<file path="src/rtl/hazard_scoreboard_pkg.sv">
// Shared definitions for the ID-stage hazard scoreboard: op-class encodings,
// the hard-wired zero register, and the op-class decode helper.
// Reserved op-class 11 decodes as ALU so it never creates a pending entry.
package hazard_scoreboard_pkg;

  typedef enum logic [1:0] {
    OPC_ALU  = 2'b00,
    OPC_LOAD = 2'b01,
    OPC_LONG = 2'b10,
    OPC_RSVD = 2'b11
  } op_class_e;

  localparam logic [4:0] REG_X0   = 5'd0;
  localparam int         NUM_REGS = 32;

  // Fold the reserved encoding onto ALU so downstream logic sees three classes.
  function automatic op_class_e decode_class(input logic [1:0] raw);
    op_class_e c;
    c = op_class_e'(raw);
    if (c == OPC_RSVD) c = OPC_ALU;
    return c;
  endfunction

endpackage

</file>
<file path="src/rtl/scoreboard_entry.sv">
// Purpose: pending state for one architectural register (load countdown + long-op flag).
// Latency: set/clear take effect at the next rising edge; busy is purely registered.
// Backpressure: none; the parent decides when an issue fires.
//
// Ports:
//   clk, rst_n  - core clock, async active-low reset
//   set_load    - a load targeting this register fires: reload the countdown
//   set_long    - a long op targeting this register fires: raise the long flag
//   clr         - an ALU op targeting this register fires: value available next cycle
//   long_clr    - the long unit delivers this register's result
//   busy        - value not yet obtainable from the bypass network
//   long_pend   - a long op result is still outstanding
module scoreboard_entry #(
  parameter int CNT_W      = 2,
  parameter int LOAD_STALL = 1
) (
  input  logic clk,
  input  logic rst_n,
  input  logic set_load,
  input  logic set_long,
  input  logic clr,
  input  logic long_clr,
  output logic busy,
  output logic long_pend
);

  logic [CNT_W-1:0] cnt;
  logic             long_q;

  // An issue to this register takes priority over both the countdown and a
  // coincident long completion: the newer producer defines the state.
  always_ff @(posedge clk or negedge rst_n) begin
    if (!rst_n) begin
      cnt    <= '0;
      long_q <= 1'b0;
    end else if (set_load) begin
      cnt    <= CNT_W'(LOAD_STALL);
      long_q <= 1'b0;
    end else if (clr) begin
      cnt    <= '0;
      long_q <= 1'b0;
    end else if (set_long) begin
      cnt    <= '0;
      long_q <= 1'b1;
    end else begin
      if (cnt != '0) cnt <= cnt - CNT_W'(1);
      if (long_clr)  long_q <= 1'b0;
    end
  end

  assign busy      = (cnt != '0) || long_q;
  assign long_pend = long_q;

endmodule

</file>
<file path="src/rtl/hazard_scoreboard.sv">
// Purpose: hold ID-stage instructions until their operands are bypassable and the long unit is free.
// Latency: stall is combinational from ID inputs and registered state; state updates on the next edge.
// Backpressure: stall freezes PC and IF/ID and bubbles ID/EX; flush_id overrides stall and kills the issue.
//
// Ports:
//   clk, rst_n            - core clock, async active-low reset
//   issue_valid           - valid instruction in ID
//   rs1_id, rs2_id        - source register specifiers; use_rs1/use_rs2 qualify them
//   rd_id, RegWrite_id    - destination and its write enable
//   op_class              - 00 ALU, 01 load, 10 long, 11 treated as ALU
//   flush_id              - kill the ID instruction this cycle
//   long_done, long_rd    - long unit completion and its destination
//   stall                 - hold ID this cycle
//   long_busy             - long unit occupied (registered)
//   pending_mask          - per-register unavailable flags (registered, bit 0 always 0)
module hazard_scoreboard
  import hazard_scoreboard_pkg::*;
#(
  parameter int LOAD_STALL = 1,
  parameter int CNT_W      = 2
) (
  input  logic        clk,
  input  logic        rst_n,
  input  logic        issue_valid,
  input  logic [4:0]  rs1_id,
  input  logic [4:0]  rs2_id,
  input  logic        use_rs1,
  input  logic        use_rs2,
  input  logic [4:0]  rd_id,
  input  logic        RegWrite_id,
  input  logic [1:0]  op_class,
  input  logic        flush_id,
  input  logic        long_done,
  input  logic [4:0]  long_rd,
  output logic        stall,
  output logic        long_busy,
  output logic [31:0] pending_mask
);

  op_class_e   cls;
  logic        wr_en;
  logic        fire;
  logic        fire_wr;
  logic        raw_hit;
  logic        waw_hit;
  logic        struct_hit;
  logic [31:0] busy_vec;
  logic [31:0] long_vec;

  assign cls   = decode_class(op_class);
  assign wr_en = RegWrite_id && (rd_id != REG_X0);

  // x0 has no entry, so its slots read as permanently available.
  assign busy_vec[0] = 1'b0;
  assign long_vec[0] = 1'b0;

  assign raw_hit    = (use_rs1 && busy_vec[rs1_id]) || (use_rs2 && busy_vec[rs2_id]);
  assign waw_hit    = wr_en && long_vec[rd_id];
  // The long unit accepts a new op in the cycle it hands back the old result.
  assign struct_hit = (cls == OPC_LONG) && long_busy && !long_done;

  assign stall   = issue_valid && !flush_id && (raw_hit || waw_hit || struct_hit);
  assign fire    = issue_valid && !stall && !flush_id;
  assign fire_wr = fire && wr_en;

  for (genvar i = 1; i < NUM_REGS; i++) begin : g_entry
    logic hit;
    assign hit = fire_wr && (rd_id == 5'(i));

    scoreboard_entry #(
      .CNT_W      (CNT_W),
      .LOAD_STALL (LOAD_STALL)
    ) u_entry (
      .clk       (clk),
      .rst_n     (rst_n),
      .set_load  (hit && (cls == OPC_LOAD)),
      .set_long  (hit && (cls == OPC_LONG)),
      .clr       (hit && (cls == OPC_ALU)),
      .long_clr  (long_done && (long_rd == 5'(i))),
      .busy      (busy_vec[i]),
      .long_pend (long_vec[i])
    );
  end

  // A newly fired long op wins over a coincident completion of the previous one.
  always_ff @(posedge clk or negedge rst_n) begin
    if (!rst_n) begin
      long_busy <= 1'b0;
    end else if (fire_wr && (cls == OPC_LONG)) begin
      long_busy <= 1'b1;
    end else if (long_done) begin
      long_busy <= 1'b0;
    end
  end

  assign pending_mask = busy_vec;

endmodule

</file>
<file path="config.mk">
export PLATFORM = sky130hd
export DESIGN_NAME = hazard_scoreboard
export DESIGN_NICKNAME = d
export VERILOG_FILES = /design/src/rtl/hazard_scoreboard_pkg.sv /design/src/rtl/scoreboard_entry.sv /design/src/rtl/hazard_scoreboard.sv
export SDC_FILE = /design/constraint.sdc
export NUM_CORES = 1
export LEC_CHECK = 0
export CORE_MARGIN = 3
export CORE_UTILIZATION = 30
export CTS_BUF_LIST = sky130_fd_sc_hd__clkbuf_4 sky130_fd_sc_hd__clkbuf_8
export DETAILED_ROUTE_END_ITERATION = 10
export PLACE_DENSITY_LB_ADDON = 0.08
export SYNTH_ARGS = -nofsm -noshare
export SYNTH_HDL_FRONTEND = slang
export SYNTH_SLANG_ARGS = --single-unit
export TNS_END_PERCENT = 10
</file>
<file path="constraint.sdc">
create_clock -name clk -period 6.19 [get_ports clk]
set_input_delay 1.5475 -clock clk [delete_from_list [all_inputs] [get_ports clk]]
set_output_delay 1.5475 -clock clk [all_outputs]
set_load 0.005 [all_outputs]
</file>
==> impl_metrics.yaml <==
clocking:
  cts_tree: "yes"
  path_clk_slew_ns: 0.09
  clock-sinks: 94
  cts_buffers: 9
  cts_root_buf: "clkbuf_8"
  holdBufCountCts: 0
  clkLatencyLatePin_ns: 0.40
  h-tree-depth: 3
  clockBufferDepth: 2
setup_path:
  cp-end-kind: "output port"
  arrival_ns: 4.46
  path_common_cell: "clkdlybuf4s50_1"
  reg2reg_depth: 11
  path_max_fanout: 3
  r2r_start: "g_entry[20].u_entry.cnt[0]"
  r2r_slack_ns: 2.55
  cp_cell_sequence: "clkdlybuf4s50_1, mux4_2, mux2_2, a2111oi_2, a221oi_1, a311oi_4, a21oi_1, clkdlybuf4s50_1"
  startpoint: "rd_id[0]"
  cp-start-kind: "input pin"
  max_stage_delay_ns: 0.59
  critPathKind: "in -> out"
  cp_slowest_cell: "clkdlybuf4s50_1"
  r2r_end: "g_entry[16].u_entry.cnt[1]"
  worstPathRequired_ns: 4.64
yosys:
  synth_area_um2: 6870
  syn_nets: 859
  synthArstFlopShare: 1.00
  synth-seq-area-share: 0.343
  avgSynthCellArea_um2: 8.62
  ys_types: 57
  yosys_warnings: 0
  synth_ff_type: "dfrtp_1"
  synth_cells: 796
  synth-edff-count: 0
  synth-seq-cells: 94
die:
  die-height_um: 157
  io_pins: 64
  core-area_um2: 22200
  die_area_um2: 24700
  rows: 54
  initial_utilization: 0.310
  die_w_um: 157
grt:
  grt_pass1_wl_um: 38500
  grt_overflow: 0
  antenna_found_initial: 0
  grt_pass1_vias: 6158
  track_usage: 0.210
  grt_max_degree: 62
timing:
  final_hold_viol_count: 0
  setup_viol: 0
  report.final.slew_viol_count: 0
  fin_skew_ns: 0.0201
  fin_setup_tns_ns: 0
  finalCriticalPeriod_ns: 6.01
  tightest_slew_ns: 0.979
  fmax_mhz: 167
  slew_headroom: 0.342
  rsz0062_at_grt: "false"
  fin_crit_sh: 0.970
min_path:
  min_from: "g_entry[26].u_entry.long_pend"
  hold_depth: 2
  holdPathEnd: "g_entry[26].u_entry.long_pend"
  min_path_type: "reg -> reg"
route:
  routedWlPerCell_um: 23.1
  post-route-drc-count: 0
  dr.pass1.iters: 5
  drt-total-wl_um: 25600
  vias: 6163
  postRouteAntennaNets: 0
  drtIter0Drc: 488
  via_per_inst: 5.55
place:
  placed_area_um2: 7630
  place.gp.congestion: 0.889
  post-dp-hpwl_um: 19100
  port_buffers: 62
cells_and_area:
  area_delta_synth_final_pct: 14.1
  num-fill-cells: 2285
  multi_input_area_um2: 3790
  seqCellArea_um2: 2350
  n_antenna_cell: 0
  finalNetCount: 888
  drive_above_1_share: 0.0843
  final_cell_area_um2: 7840
run:
  cap_violations: 0
power:
  power_density_nw_per_um2: 415
  ir_drop_uv: 105
  leakage_nw: 3.44
status:
  outcome: "finished, final reports clean"
==> cells by family (layout without fill, tap and decap cells) <==
logic type / after synthesis / after routing / share of synthesized area
multiplexers: 28 / 28 / 0.0687
buffers and inverters: 155 / 189 / 0.106
AND/OR/NAND/NOR: 256 / 256 / 0.206
other: 1 / 1 / 0.000546
XOR/XNOR: 31 / 31 / 0.0395
adder cells (fa/ha/maj): 33 / 33 / 0.0601
AO/OA/AOI/OAI: 198 / 198 / 0.177
flip-flops: 94 / 94 / 0.343
==> cell type report <==
type,count,area share
multi-input cells,547,0.484
flip-flops and latches,94,0.300
repair buffers,89,0.105
well taps,280,0.0447
inverters,84,0.0402
clock buffers,10,0.0168
clock inverters,6,0.00910
==> report_power, final <==
part	total, W	internal, W	switching, W
Sequential	0.000962	0.000847	0.000115
Combinational	0.00184	0.000836	0.00100
Clock	0.000448	0.000194	0.000253
==> per-layer routing <==
| layer | share of wire | up-vias | GRT usage |
|---|---|---|---|
| met4 | 0.030 | 0 | 0.0764 |
| li1 | - | 2868 | - |
| met3 | 0.056 | 37 | 0.0412 |
| met2 | 0.46 | 178 | 0.336 |
| met1 | 0.45 | 3080 | 0.284 |
| met5 | 0 | - | 0 |
==> state kept, by name, summed over array words and instances, names as in the netlist <==
| register | count |
|---|---|
| g_entry.u_entry.long_pend | 31 |
| long_busy | 1 |
| g_entry.u_entry.cnt | 62 |
==> Yosys cell counts, types with 15 or more instances <==
| cell type | count | area (um^2) |
|---|---|---|
| nor2_1 | 54 | 203 |
| and3_1 | 22 | 138 |
| dfrtp_1 | 94 | 2350 |
| o22ai_1 | 32 | 200 |
| a21oi_1 | 51 | 255 |
| nor4_1 | 16 | 100 |
| ha_1 | 33 | 413 |
| buf_4 | 34 | 255 |
| clkbuf_1 | 25 | 93.8 |
| mux4_2 | 15 | 338 |
| nand2_1 | 34 | 128 |
| xor2_1 | 31 | 272 |
| inv_1 | 84 | 315 |
| o21ai_0 | 68 | 340 |
| and4_1 | 16 | 140 |
| nand2b_1 | 37 | 231 |
| nand3_1 | 22 | 110 |
==> critical path, delay by kind of cell <==
kind / cells / cell delay (ns)
buffers and inverters: 2 / 1.07
AO/OA/AOI/OAI: 4 / 1.01
multiplexers: 2 / 0.82
==> worst max-delay path by stage <==
| stage | slack, ns | to | cells after the start |
|---|---|---|---|
| CTS | 0.07 | stall | 9 |
| floorplan | 0.84 | stall | 9 |
| detailed placement | 0.09 | stall | 9 |
| finish | 0.18 | stall | 8 |
| global route | 0.05 | stall | 8 |
| global placement | 0.11 | stall | 9 |
==> metrics by stage <==
step           hold WS, ns  utilization  setup slack [ns]  instances  power [W]
2_1_floorplan        0.479            -             0.841        796    0.00229
3_3_place_gp         0.518        0.344             0.112       1094    0.00273
3_5_place_dp         0.510        0.344            0.0925       1094    0.00282
4_1_cts              0.531        0.353            0.0684       1110    0.00328
5_1_grt              0.595        0.354            0.0471       1110    0.00356
6_report             0.532        0.354             0.184       1110    0.00325
==> what timing repair did <==
action | 4_1_cts | 5_1_grt
setup endpoints to repair | 0 | 1
gates resized for setup | 0 | 1
buffers inserted | 0 | 0
==> placed cells by master (no fill, tap or decap), drive strengths merged, types with 12 or more instances in the layout <==
cell | netlist | layout
dfrtp | 94 | 94
inv | 84 | 85
o21ai | 69 | 69
clkdlybuf4s50 | 0 | 61
nor2 | 54 | 54
a21oi | 51 | 51
nand2b | 37 | 37
nand2 | 34 | 34
ha | 33 | 33
o22ai | 32 | 32
xor2 | 31 | 31
buf | 46 | 28
and3 | 22 | 22
nand3 | 22 | 22
nor4 | 17 | 17
and4 | 16 | 16
mux4 | 15 | 15
nor2b | 13 | 13
a2bb2oi | 12 | 12
(Power assumes the default switching activity.)
